$ cat config.mk
export PLATFORM = sky130hd
export DESIGN_NAME = mux_serializer_ctrl_flat
export DESIGN_NICKNAME = d
export VERILOG_FILES = /design/src/rtl/mux_serializer_ctrl_pkg.sv /design/src/rtl/mux_serializer_ctrl_if.sv /design/src/rtl/mux_serializer_ctrl_sel_stepper.sv /design/src/rtl/mux_serializer_ctrl.sv /design/src/flat_wrapper.sv
export SDC_FILE = /design/constraint.sdc
export NUM_CORES = 1
export LEC_CHECK = 0
export ABC_CLOCK_PERIOD_IN_PS = 2580
export BUFFER_PORTS_ARGS = -buffer_cell sky130_fd_sc_hd__buf_2
export CAP_MARGIN = 25
export CORE_ASPECT_RATIO = 0.6
export CORE_MARGIN = 1.5
export CORE_UTILIZATION = 30
export CTS_CLUSTER_DIAMETER = 50
export CTS_CLUSTER_SIZE = 10
export DETAILED_ROUTE_END_ITERATION = 6
export HOLD_SLACK_MARGIN = 0.15
export PLACE_DENSITY_LB_ADDON = 0.2
export SETUP_SLACK_MARGIN = 0.5
export SLEW_MARGIN = 20
export SYNTH_ARGS = -nofsm -noshare
export SYNTH_HDL_FRONTEND = slang
export SYNTH_HIERARCHICAL = 1
export SYNTH_SLANG_ARGS = --single-unit
$ cat constraint.sdc
create_clock -name clk -period 2.58 [get_ports clk]
set_clock_uncertainty 0.2 [all_clocks]
set_input_delay 0.516 -clock clk [delete_from_list [all_inputs] [get_ports clk]]
set_output_delay 0.516 -clock clk [all_outputs]
set_load 0.02 [all_outputs]
$ cat src/rtl/mux_serializer_ctrl_pkg.sv
`default_nettype none
// +----------------------------------------------------------------------+
// | mux_ser_pkg                                                          |
// | Shared widths, FSM state type and select start helper.               |
// | Rev 1.0                                                              |
// +----------------------------------------------------------------------+
package mux_ser_pkg;

    localparam int WORD_W = 16;
    localparam int SEL_W  = 4;

    typedef enum logic [1:0] {
        IDLE  = 2'd0,
        SHIFT = 2'd1,
        GAP   = 2'd2
    } ser_state_t;

    function automatic logic [SEL_W-1:0] sel_start(input logic msb_first);
        return msb_first ? {SEL_W{1'b1}} : {SEL_W{1'b0}};
    endfunction

endpackage
`default_nettype wire

$ cat src/rtl/mux_serializer_ctrl_if.sv
`default_nettype none
// +----------------------------------------------------------------------+
// | mux_serializer_ctrl_if                                               |
// | Word handshake, bit tick, mux connection and serial output bundle.   |
// | Rev 1.0                                                              |
// +----------------------------------------------------------------------+
interface mux_serializer_ctrl_if;
    import mux_ser_pkg::*;

    logic              in_valid;
    logic              in_ready;
    logic [WORD_W-1:0] in_data;
    logic              bit_tick;
    logic [WORD_W-1:0] mux_data;
    logic [SEL_W-1:0]  sel;
    logic              mux_f;
    logic              ser_out;
    logic              ser_valid;
    logic              ser_first;
    logic              ser_last;

    modport master (
        output in_valid, in_data, bit_tick, mux_f,
        input  in_ready, mux_data, sel, ser_out, ser_valid, ser_first, ser_last
    );

    modport slave (
        input  in_valid, in_data, bit_tick, mux_f,
        output in_ready, mux_data, sel, ser_out, ser_valid, ser_first, ser_last
    );
endinterface
`default_nettype wire

$ cat src/rtl/mux_serializer_ctrl_sel_stepper.sv
`default_nettype none
// +----------------------------------------------------------------------+
// | sel_stepper                                                          |
// | Loadable up/down counter with enable and end-of-range flag.          |
// | Rev 1.0                                                              |
// +----------------------------------------------------------------------+
module sel_stepper #(
    parameter int           W       = 4,
    parameter logic [W-1:0] RST_VAL = '0
) (
    input  wire logic         clk,
    input  wire logic         rst,
    input  wire logic         i_load,
    input  wire logic [W-1:0] i_load_val,
    input  wire logic         i_en,
    input  wire logic         i_down,
    output logic      [W-1:0] o_cnt,
    output logic              o_term
);

    logic [W-1:0] cnt_q;
    logic [W-1:0] cnt_d;

    // Load wins over stepping so a final step can reload in the same cycle.
    always_comb begin
        cnt_d = cnt_q;
        if (i_load) begin
            cnt_d = i_load_val;
        end else if (i_en) begin
            cnt_d = i_down ? (cnt_q - W'(1)) : (cnt_q + W'(1));
        end
    end

    always_ff @(posedge clk) begin
        if (rst) begin
            cnt_q <= RST_VAL;
        end else begin
            cnt_q <= cnt_d;
        end
    end

    assign o_cnt  = cnt_q;
    assign o_term = i_down ? (cnt_q == '0) : (cnt_q == '1);

endmodule
`default_nettype wire

$ cat src/rtl/mux_serializer_ctrl.sv
`default_nettype none
// +----------------------------------------------------------------------+
// | mux_serializer_ctrl                                                  |
// | Holds a word on a 16:1 mux and steps its select to emit serial bits. |
// | Rev 1.0                                                              |
// +----------------------------------------------------------------------+
module mux_serializer_ctrl
    import mux_ser_pkg::*;
#(
    parameter logic MSB_FIRST = 1'b0,
    parameter int   GAP_TICKS = 0
) (
    input wire logic          clk,
    input wire logic          rst,
    mux_serializer_ctrl_if.slave bus
);

    localparam logic [SEL_W-1:0] c_sel_start = sel_start(MSB_FIRST);
    localparam logic [3:0]       c_gap_last  = (GAP_TICKS > 0) ? 4'(GAP_TICKS - 1) : 4'd0;

    ser_state_t        state_q,     state_d;
    logic [WORD_W-1:0] mux_data_q,  mux_data_d;
    logic              ser_out_q,   ser_out_d;
    logic              ser_valid_q, ser_valid_d;
    logic              ser_first_q, ser_first_d;
    logic              ser_last_q,  ser_last_d;
    logic [3:0]        gap_cnt_q,   gap_cnt_d;

    logic              w_load;
    logic              w_step;
    logic              w_term;
    logic [SEL_W-1:0]  w_sel;
    logic [SEL_W-1:0]  w_bit_cnt;

    // The bit index is the select itself, mirrored when walking downward.
    assign w_bit_cnt = MSB_FIRST ? ~w_sel : w_sel;

    sel_stepper #(
        .W       (SEL_W),
        .RST_VAL (c_sel_start)
    ) u_sel_stepper (
        .clk        (clk),
        .rst        (rst),
        .i_load     (w_load),
        .i_load_val (c_sel_start),
        .i_en       (w_step),
        .i_down     (MSB_FIRST),
        .o_cnt      (w_sel),
        .o_term     (w_term)
    );

    always_comb begin
        state_d     = state_q;
        mux_data_d  = mux_data_q;
        ser_out_d   = ser_out_q;
        ser_valid_d = 1'b0;
        ser_first_d = 1'b0;
        ser_last_d  = 1'b0;
        gap_cnt_d   = gap_cnt_q;
        w_load      = 1'b0;
        w_step      = 1'b0;
        case (state_q)
            IDLE: begin
                if (bus.in_valid) begin
                    mux_data_d = bus.in_data;
                    w_load     = 1'b1;
                    state_d    = SHIFT;
                end
            end
            SHIFT: begin
                if (bus.bit_tick) begin
                    ser_out_d   = bus.mux_f;
                    ser_valid_d = 1'b1;
                    ser_first_d = (w_bit_cnt == '0);
                    ser_last_d  = w_term;
                    w_step      = 1'b1;
                    if (w_term) begin
                        w_load    = 1'b1;
                        gap_cnt_d = 4'd0;
                        state_d   = (GAP_TICKS > 0) ? GAP : IDLE;
                    end
                end
            end
            GAP: begin
                if (bus.bit_tick) begin
                    if (gap_cnt_q == c_gap_last) begin
                        gap_cnt_d = 4'd0;
                        state_d   = IDLE;
                    end else begin
                        gap_cnt_d = gap_cnt_q + 4'd1;
                    end
                end
            end
            default: state_d = IDLE;
        endcase
    end

    always_ff @(posedge clk) begin
        if (rst) begin
            state_q     <= IDLE;
            mux_data_q  <= '0;
            ser_out_q   <= 1'b0;
            ser_valid_q <= 1'b0;
            ser_first_q <= 1'b0;
            ser_last_q  <= 1'b0;
            gap_cnt_q   <= 4'd0;
        end else begin
            state_q     <= state_d;
            mux_data_q  <= mux_data_d;
            ser_out_q   <= ser_out_d;
            ser_valid_q <= ser_valid_d;
            ser_first_q <= ser_first_d;
            ser_last_q  <= ser_last_d;
            gap_cnt_q   <= gap_cnt_d;
        end
    end

    assign bus.in_ready  = (state_q == IDLE);
    assign bus.mux_data  = mux_data_q;
    assign bus.sel       = w_sel;
    assign bus.ser_out   = ser_out_q;
    assign bus.ser_valid = ser_valid_q;
    assign bus.ser_first = ser_first_q;
    assign bus.ser_last  = ser_last_q;

endmodule
`default_nettype wire

$ cat src/flat_wrapper.sv
// flat-port wrapper written by rule: the top's interface ports become plain ports
module mux_serializer_ctrl_flat import mux_ser_pkg::*;
#(
    parameter logic MSB_FIRST = 1'b0,
    parameter int   GAP_TICKS = 0
)
  (clk, rst, bus_in_valid, bus_in_data, bus_bit_tick, bus_mux_f, bus_in_ready, bus_mux_data, bus_sel, bus_ser_out, bus_ser_valid, bus_ser_first, bus_ser_last);
  mux_serializer_ctrl_if bus_i ();
  input wire logic clk;
  input wire logic rst;
  input wire logic [$bits(bus_i.in_valid)-1:0] bus_in_valid;
  input wire logic [$bits(bus_i.in_data)-1:0] bus_in_data;
  input wire logic [$bits(bus_i.bit_tick)-1:0] bus_bit_tick;
  input wire logic [$bits(bus_i.mux_f)-1:0] bus_mux_f;
  output wire logic [$bits(bus_i.in_ready)-1:0] bus_in_ready;
  output wire logic [$bits(bus_i.mux_data)-1:0] bus_mux_data;
  output wire logic [$bits(bus_i.sel)-1:0] bus_sel;
  output wire logic [$bits(bus_i.ser_out)-1:0] bus_ser_out;
  output wire logic [$bits(bus_i.ser_valid)-1:0] bus_ser_valid;
  output wire logic [$bits(bus_i.ser_first)-1:0] bus_ser_first;
  output wire logic [$bits(bus_i.ser_last)-1:0] bus_ser_last;
  assign bus_i.in_valid = bus_in_valid;
  assign bus_i.in_data = bus_in_data;
  assign bus_i.bit_tick = bus_bit_tick;
  assign bus_i.mux_f = bus_mux_f;
  assign bus_in_ready = bus_i.in_ready;
  assign bus_mux_data = bus_i.mux_data;
  assign bus_sel = bus_i.sel;
  assign bus_ser_out = bus_i.ser_out;
  assign bus_ser_valid = bus_i.ser_valid;
  assign bus_ser_first = bus_i.ser_first;
  assign bus_ser_last = bus_i.ser_last;
  mux_serializer_ctrl #(.MSB_FIRST(MSB_FIRST), .GAP_TICKS(GAP_TICKS)) u_core (.clk(clk), .rst(rst), .bus(bus_i));
endmodule
==> impl_metrics.tcl, run 1 <==
set metrics [dict create \
    num_vias 1098 \
    drv_slew 0 \
    fmax_mhz 511 \
    clk_pin_slew_ns 0.09 \
    slowest_stage "dfxtp_1" \
    dr.pass1.iters 4 \
    worst-setup-path-type "reg -> reg" \
    critical_path_buf_inv_count 0 \
    placed_cell_area_mm2 0.00154 \
    critPathLaunchType "flip-flop" \
    syn_area_mm2 0.00125 \
    grt_max_degree 24 \
    grtUsageTotal_pct 13.2 \
    design_area_mm2 0.00159 \
    synth_cell_type_count 35 \
    cts_buffers 3 \
    arrival_ns 1.92 \
    synth-seq-area-share_pct 40.1 \
    setup.worst_path.end_class "flip-flop" \
    p_per_area_mw_per_mm2 540 \
    wire_per_inst_um 12.5 \
    cpLargestDelayFamily "compound AO/OA/AOI/OAI gates" \
    ant_nets 0 \
    grt_pass1_vias 1007 \
    fp.dieW_um 86.3 \
    mostFrequentLayoutCells "buf_2 (45), dfxtp_1 (24), nand2b_1 (16), nand4bb_1 (16), o21ai_0 (15)" \
    final_layout_size_suffix_gt1_share_pct 32.8 \
    timing.hold.ws_ns 0.275 \
    crit_chain "nand4_1 > o21ai_1 > a21o_2 > nand2b_4 > nor3b_1 > a311o_1" \
    antenna_found_initial 0 \
    cts_tree "yes" \
    setup_viol 0 \
    outcome "finished, final reports clean" \
    hold_buffers 0 \
    utilization_pct 41.5 \
    fin_setup_tns_ns 0 \
    final_cells 230 \
    finalHoldViolations 0 \
    area_growth_pct 27.5 \
    io_buffers 45 \
    cts_root_buffer "clkbuf_8" \
    die-area_mm2 0.00457 \
    clock_path_buffers 2 \
    rows 17 \
    nNetsFinal 208 \
    nFillCells 392 \
    clk_latency_ns 0.27 \
    post-route-min-period_ns 1.96 \
    initial_core_util_pct 32.6 \
    dp_worst_setup_slack_ns 0.482 \
    grt-ovfl-total 0 \
    setup_ws_ns 0.623 \
    n_antenna_cell 0 \
    synthCells 130 \
    irDropWorstVdd_mv 0.278 \
    finalWirelength_um 2870 \
    crit_path_max_fanout 8 \
    hold_path.class "reg -> reg" \
    yosys_warnings 6 \
    finalPower_mw 0.858 \
    die_y_um 53.0 \
    slowest_delay_ns 0.44 \
    ys_seq_elements 25 \
    dpl.hpwl_um 2120 \
    layout_commonest_cell "buf_2" \
    drt_iter0_drc 74 \
    avgSynthCellArea_um2 9.60 \
    dp.cells 226 \
    htree_levels 1 \
    grt_first_pass_wirelength_um 4630 \
    drcViolationCount 0 \
    via_per_inst 4.77 \
    rsz0062_at_grt "no" \
    period_share_pct 75.8 \
    clock-sinks 25 \
    drv_cap 0 \
    fp.coreArea_mm2 0.00383 \
    required_ns 2.54 \
    place_congestion 0.767 \
    p_leak_nw 0.694 \
    boundaryPins 46 \
]
[flip-flops by register name, indices dropped and copies added, names as in the netlist]
register                    cells
u_core/bus.ser_valid            1
u_core/u_sel_stepper/o_cnt      4
u_core/bus.ser_last             1
u_core/bus.ser_first            1
u_core/bus.ser_out              1
u_core/state_q                  1
u_core/bus.mux_data            16
[where the power goes]
part	internal [mW]	switching, mW	total [mW]
clock network	0.108	0.126	0.234
logic	0.0846	0.104	0.189
registers	0.411	0.0233	0.435
total	0.604	0.254	0.858
[cells by family (layout without fill, tap and decap cells)]
| group | after synthesis | in the layout | share of synthesized area (%) |
|---|---|---|---|
| mux | 1 | 1 | 0.802 |
| flops | 25 | 25 | 40.1 |
| fa+ha+maj | 3 | 3 | 3.61 |
| xor+xnor | 3 | 3 | 2.11 |
| simple gates | 52 | 52 | 32.2 |
| compound gates | 29 | 29 | 14.2 |
| other cells | 1 | 10 | 0.301 |
| buf+inv | 16 | 60 | 6.62 |
[cells in the mapped netlist (all sizes together)]
cell type   n  area [um2]
a2111oi     1        10.0
a211o       1        8.76
a211oi      1        12.5
a21bo       1        10.0
a21o        1        7.51
a21oi       5        25.0
a221oi      1        8.76
a311o       1        10.0
and2b       1        10.0
buf         6        45.0
clkbuf      3        11.3
conb        1        3.75
dfxtp      25         500
fa          1        20.0
ha          2        25.0
inv         7        26.3
mux2i       1        10.0
nand2       5        18.8
nand2b     17         114
nand3       2        10.0
nand4       1        6.26
nand4bb    16         180
nor2        4        15.0
nor3        1        10.0
nor3b       2        15.0
nor4        1        6.26
o21ai      17        85.1
or3b        1        8.76
or4         1        7.51
xnor2       1        8.76
xor2        2        17.5
[area by class of cell]
| type | count | area [um2] | share of cell area, % |
|---|---|---|---|
| repair buffers | 49 | 255 | 16.1 |
| clock buffers | 3 | 41.3 | 2.60 |
| multi-input cells | 98 | 699 | 44.0 |
| flip-flops and latches | 25 | 504 | 31.7 |
| well taps | 47 | 58.8 | 3.70 |
| clock inverters | 1 | 5.00 | 0.315 |
| inverters | 7 | 26.3 | 1.65 |
[path summary, 6_finish.rpt]
check                                start                            end  slack, ns  cells after the start
max          u_core/u_sel_stepper/o_cnt[1]  u_core/u_sel_stepper/o_cnt[3]       0.62                      6
max reg2reg  u_core/u_sel_stepper/o_cnt[1]  u_core/u_sel_stepper/o_cnt[3]       0.62                      6
min reg2reg         u_core/bus.mux_data[0]         u_core/bus.mux_data[0]       0.27                      2
min                 u_core/bus.mux_data[0]         u_core/bus.mux_data[0]       0.27                      2
[what timing repair did]
action                                 CTS  global route
resized for setup                        1             2
endpoints found under the hold margin    0             0
setup endpoints to repair                1             1
setup buffers                            0             0
[per-layer routing]
| layer | GRT usage, % | up-vias | wire [um] |
|---|---|---|---|
| met3 | 5.93 | 2 | 218 |
| met1 | 17.3 | 513 | 1450 |
| met5 | 0 | - | 0 |
| met4 | 3.23 | 0 | 7 |
| li1 | - | 554 | - |
| met2 | 19.9 | 29 | 1190 |
[worst reg2reg max path, delay by kind of cell (launching register included)]
kind | cells | cell delay (ns)
and+or+nand+nor | 3 | 0.33
AOI/OAI and AO/OA | 3 | 0.87
DFF | 1 | 0.44
No activity file was read; power rests on OpenSTA's default activity.
==> inputs of run 2 (changes only) <==
--- a/config.mk
+++ b/config.mk
@@ -5,7 +5,7 @@
 export SDC_FILE = /design/constraint.sdc
 export NUM_CORES = 1
 export LEC_CHECK = 0
-export ABC_CLOCK_PERIOD_IN_PS = 2580
+export ABC_CLOCK_PERIOD_IN_PS = 1700
 export BUFFER_PORTS_ARGS = -buffer_cell sky130_fd_sc_hd__buf_2
 export CAP_MARGIN = 25
 export CORE_ASPECT_RATIO = 0.6
==> constraint.sdc (replaced) <==
create_clock -name clk -period 1.7 [get_ports clk]
set_clock_uncertainty 0.2 [all_clocks]
set_input_delay 0.34 -clock clk [delete_from_list [all_inputs] [get_ports clk]]
set_output_delay 0.34 -clock clk [all_outputs]
set_load 0.02 [all_outputs]
==> run 2 against run 1 <==
  * Register-to-register slack got worse by 0.56 ns
  * Via count rose by 14%
  * Largest cell class is now buffers
  * Routed wire length rose by 25%
  * Setup slack got worse by 0.56 ns
  * Final cell count rose by 16%
  * Global-route usage rose by 2.6 points
  * Highest routed layer unchanged
==> impl_metrics.tcl, run 2 (same netlist as run 1, synthesis figures left out) <==
set metrics [dict create \
    area_growth_pct 73.2 \
    outcome "finished, final reports clean" \
    nNetsFinal 245 \
    grt-ovfl-total 0 \
    p_leak_nw 0.920 \
    arrival_ns 1.65 \
    initial_core_util_pct 32.6 \
    critical_path_buf_inv_count 0 \
    ant_nets 0 \
    crit_chain "and2b_4 > a21o_1 > or3b_1 > a21oi_1 > a311o_1" \
    cts_buffers 3 \
    cts_tree "yes" \
    rows 17 \
    finalHoldViolations 0 \
    finalWirelength_um 3590 \
    die_y_um 53.0 \
    n_antenna_cell 0 \
    largest_register_ffs 16 \
    register_area_um2 544 \
    grt_first_pass_wirelength_um 5560 \
    fp.coreArea_mm2 0.00383 \
    htree_levels 1 \
    post-route-min-period_ns 1.64 \
    cts_root_buffer "clkbuf_8" \
    place_congestion 0.805 \
    timing.hold.ws_ns 0.161 \
    dp_worst_setup_slack_ns 0.0209 \
    utilization_pct 56.4 \
    fp.dieW_um 86.3 \
    slowest_delay_ns 0.38 \
    io_buffers 45 \
    multi_input_area_um2 736 \
    clock-sinks 25 \
    drv_slew 0 \
    irDropWorstVdd_mv 0.320 \
    wire_per_inst_um 13.5 \
    dpl.hpwl_um 2270 \
    fmax_mhz 612 \
    crit_path_max_fanout 4 \
    setup_ws_ns 0.0647 \
    nFillCells 315 \
    p_per_area_mw_per_mm2 693 \
    drcViolationCount 0 \
    clk_latency_ns 0.27 \
    die-area_mm2 0.00457 \
    clock_path_buffers 2 \
    antenna_found_initial 0 \
    hold_path.class "in -> reg" \
    boundaryPins 46 \
    dr.pass1.iters 5 \
    slowest_stage "dfxtp_4" \
    critPathLaunchType "flip-flop" \
    num_vias 1255 \
    drv_cap 0 \
    worst-setup-path-type "reg -> reg" \
    required_ns 1.71 \
    period_share_pct 96.2 \
    mostFrequentLayoutCells "buf_6 (27), buf_4 (24), buf_2 (20), dfxtp_2 (20)" \
    rsz0062_at_grt "yes" \
    grt_pass1_vias 1213 \
    via_per_inst 4.70 \
    cpLargestDelayFamily "simple AND/OR/NAND/NOR gates" \
    clk_pin_slew_ns 0.09 \
    layout_commonest_cell "buf_6" \
    setup.worst_path.end_class "flip-flop" \
    grtUsageTotal_pct 15.9 \
    setup_viol 0 \
    final_layout_size_suffix_gt1_share_pct 52.7 \
    drt_iter0_drc 73 \
    grt_max_degree 31 \
    finalPower_mw 1.50 \
]
## run 2: changes by cell type in the layout (fill, tap and decap cells not counted), moves of 4 or more
cell / before / now
buf_2: 45 / 20
buf_4: 4 / 24
dfxtp_2: 0 / 20
dlygate4sd3_1: 0 / 14
dfxtp_1: 24 / 0
dfxtp_4: 1 / 5
buf_6: 0 / 27
## run 2: power breakdown
part	total (mW)	switching, mW	leakage (nW)	internal (mW)
Sequential	0.664	0.0341	0.217	0.630
Clock	0.364	0.198	0.0217	0.166
Combinational	0.468	0.207	0.681	0.261
## run 2: worst register-to-register path, stage by stage, from the launching register on
cell and delay, ns:
dfxtp_4 0.38, and2b_4 0.19, a21o_1 0.17, or3b_1 0.36
a21oi_1 0.14, a311o_1 0.14
## run 2: metrics by stage
stage	TNS [ns]	cell area (um2)	std cells
4_1_cts	0	2060	256
2_1_floorplan	-0.0361	1320	139
3_5_place_dp	0	1630	231
6_report	0	2160	267
5_1_grt	0	2160	267
3_3_place_gp	0	1630	231
## run 2: repair_timing
action,in CTS,in global routing
endpoints found under the hold margin,13,1
buffers inserted,8,10
setup endpoints to repair,46,49
pin swaps,3,3
hold buffers,13,1
resized for setup,72,4
## run 2: cell type report
class / instances / share of cell area, %
Sequential cell: 25 / 25.2
Tap cell: 47 / 2.72
Multi-Input combinational cell: 98 / 34.0
Inverter: 7 / 1.33
Clock buffer: 3 / 1.91
Timing Repair Buffer: 86 / 34.5
Clock inverter: 1 / 0.347
## run 2: path summary, 6_finish.rpt
check                           cells past startpoint                   start  slack, ns                            end
worst max-delay path                                5       u_core/state_q[0]       0.06  u_core/u_sel_stepper/o_cnt[3]
worst min-delay path                                3         bus_in_data[15]       0.16        u_core/bus.mux_data[15]
worst max register to register                      5       u_core/state_q[0]       0.06  u_core/u_sel_stepper/o_cnt[3]
worst min register to register                      2  u_core/bus.mux_data[8]       0.29         u_core/bus.mux_data[8]
## run 2: per-layer routing
layer | vias up | global-route usage, % | part of all wire [%]
met5 | - | 0 | 0
met4 | 0 | 3.49 | 0.86
met3 | 2 | 4.68 | 4.4
met2 | 32 | 28.6 | 48
met1 | 590 | 18.9 | 47
li1 | 631 | - | -
==> inputs of run 3 (changes only) <==
--- a/config.mk
+++ b/config.mk
@@ -10,14 +10,14 @@
 export CAP_MARGIN = 25
 export CORE_ASPECT_RATIO = 0.6
 export CORE_MARGIN = 1.5
-export CORE_UTILIZATION = 30
+export CORE_UTILIZATION = 40
 export CTS_CLUSTER_DIAMETER = 50
 export CTS_CLUSTER_SIZE = 10
 export DETAILED_ROUTE_END_ITERATION = 6
 export HOLD_SLACK_MARGIN = 0.15
 export PLACE_DENSITY_LB_ADDON = 0.2
 export SETUP_SLACK_MARGIN = 0.5
-export SLEW_MARGIN = 20
+export SKIP_CTS_REPAIR_TIMING = 1
 export SYNTH_ARGS = -nofsm -noshare
 export SYNTH_HDL_FRONTEND = slang
 export SYNTH_HIERARCHICAL = 1
==> run 3 against run 2 <==
  * Combinational power rose by 1%
  * Maximum frequency decreased by 2.2%
  * Core utilization up 17 points
  * Routed wire length decreased by 4.0%
  * Via count is 1.4% lower
  * Sequential share of layout area rose by 0.37 points
  * Flip-flop and latch count stayed put
  * First-iteration DRC count shrank 1.4%
  * Critical path depth unchanged
  * Total power is 0.73% lower
==> impl_metrics.tcl, run 3 (same netlist as run 1, synthesis figures left out) <==
set metrics [dict create \
    critPathLaunchType "flip-flop" \
    nFillCells 218 \
    mostFrequentLayoutCells "buf_6 (30), buf_2 (21), dfxtp_2 (20)" \
    nNetsFinal 235 \
    outcome "finished, final reports clean" \
    dr.pass1.iters 4 \
    design_area_mm2 0.00213 \
    area_growth_pct 70.7 \
    fmax_mhz 598 \
    grt_max_degree 26 \
    cts_root_buffer "clkbuf_8" \
    largest_register_ffs 16 \
    arrival_ns 1.68 \
    place_congestion 0.849 \
    initial_core_util_pct 42.9 \
    grt_first_pass_wirelength_um 4770 \
    via_per_inst 4.91 \
    die_y_um 46.3 \
    io_buffers 45 \
    register_area_um2 544 \
    timing.hold.ws_ns 0.153 \
    p_per_area_mw_per_mm2 698 \
    cts_buffers 3 \
    multi_input_area_um2 786 \
    finalHoldViolations 0 \
    placed_cell_area_mm2 0.00163 \
    grt-ovfl-total 0 \
    p_leak_nw 0.906 \
    num_vias 1237 \
    crit_path_max_fanout 4 \
    fp.dieW_um 75.1 \
    finalPower_mw 1.49 \
    boundaryPins 46 \
    drv_slew 0 \
    layout_commonest_cell "buf_6" \
    clk_pin_slew_ns 0.08 \
    drv_cap 0 \
    ant_nets 0 \
    irDropWorstVdd_mv 0.560 \
    worst-setup-path-type "reg -> reg" \
    drcViolationCount 0 \
    final_layout_size_suffix_gt1_share_pct 58.6 \
    setup.worst_path.end_class "flip-flop" \
    fp.coreArea_mm2 0.00291 \
    post-route-min-period_ns 1.67 \
    clk_latency_ns 0.26 \
    period_share_pct 98.3 \
    grt_pass1_vias 1070 \
    finalWirelength_um 3450 \
    grtUsageTotal_pct 18.6 \
    htree_levels 1 \
    antenna_found_initial 0 \
    fin_setup_tns_ns 0 \
    dpl.hpwl_um 2190 \
    drt_iter0_drc 72 \
    hold_path.class "in -> reg" \
    n_antenna_cell 0 \
    cts_tree "yes" \
    clock-sinks 25 \
    utilization_pct 73.2 \
    wire_per_inst_um 13.7 \
    rsz0062_at_grt "yes" \
    required_ns 1.71 \
    setup_viol 0 \
    die-area_mm2 0.00347 \
    rows 15 \
    clock_path_buffers 2 \
]
## run 3: changes by cell type in the layout (fill, tap and decap cells not counted), moves of 3 or more
cell	delta
o21ai_1	+7
dlygate4sd3_1	-7
o21ai_2	+8
o21ai_0	-15
buf_4	-8
buf_6	+3
## run 3: final timing paths
| check | startpoint | end | cells after the start | slack, ns |
|---|---|---|---|---|
| worst min register to register | u_core/bus.mux_data[2] | u_core/bus.mux_data[2] | 2 | 0.28 |
| worst min-delay path | bus_in_data[8] | u_core/bus.mux_data[8] | 3 | 0.15 |
| worst max register to register | u_core/state_q[0] | u_core/u_sel_stepper/o_cnt[3] | 5 | 0.03 |
| worst max-delay path | u_core/state_q[0] | u_core/u_sel_stepper/o_cnt[3] | 5 | 0.03 |
## run 3: worst max-delay path, cell delays in order (launching register included)
cell	delay, ns
dfxtp_4	0.39
and2b_4	0.22
a21o_1	0.18
or3b_4	0.40
a21oi_2	0.12
a311o_1	0.11
## run 3: stage by stage
stage	std cells	setup WS, ns
after floorplan	139	-0.0361
after global placement	228	0.0530
after detailed placement	228	-0.00805
after CTS	232	-0.0100
after global routing	252	-0.0651
final	252	0.0285
## run 3: layout make-up
| type | instances | area share (%) |
|---|---|---|
| inverters | 7 | 1.35 |
| repair buffers | 76 | 31.6 |
| multi-input cells | 98 | 36.9 |
| flip-flops and latches | 25 | 25.6 |
| well taps | 42 | 2.47 |
| clock buffers | 4 | 2.12 |
## run 3: report_power, final
| part | internal (mW) | switching [mW] | total, mW |
|---|---|---|---|
| clock network | 0.167 | 0.181 | 0.348 |
| registers | 0.630 | 0.0331 | 0.663 |
| logic | 0.258 | 0.217 | 0.474 |
## run 3: layer usage
layer	up-vias	track usage (%)	routed length [um]
met4	0	3.27	27
met3	4	6.78	193
met5	-	0	0
met1	574	24.4	1500
li1	616	-	-
met2	43	30.1	1730
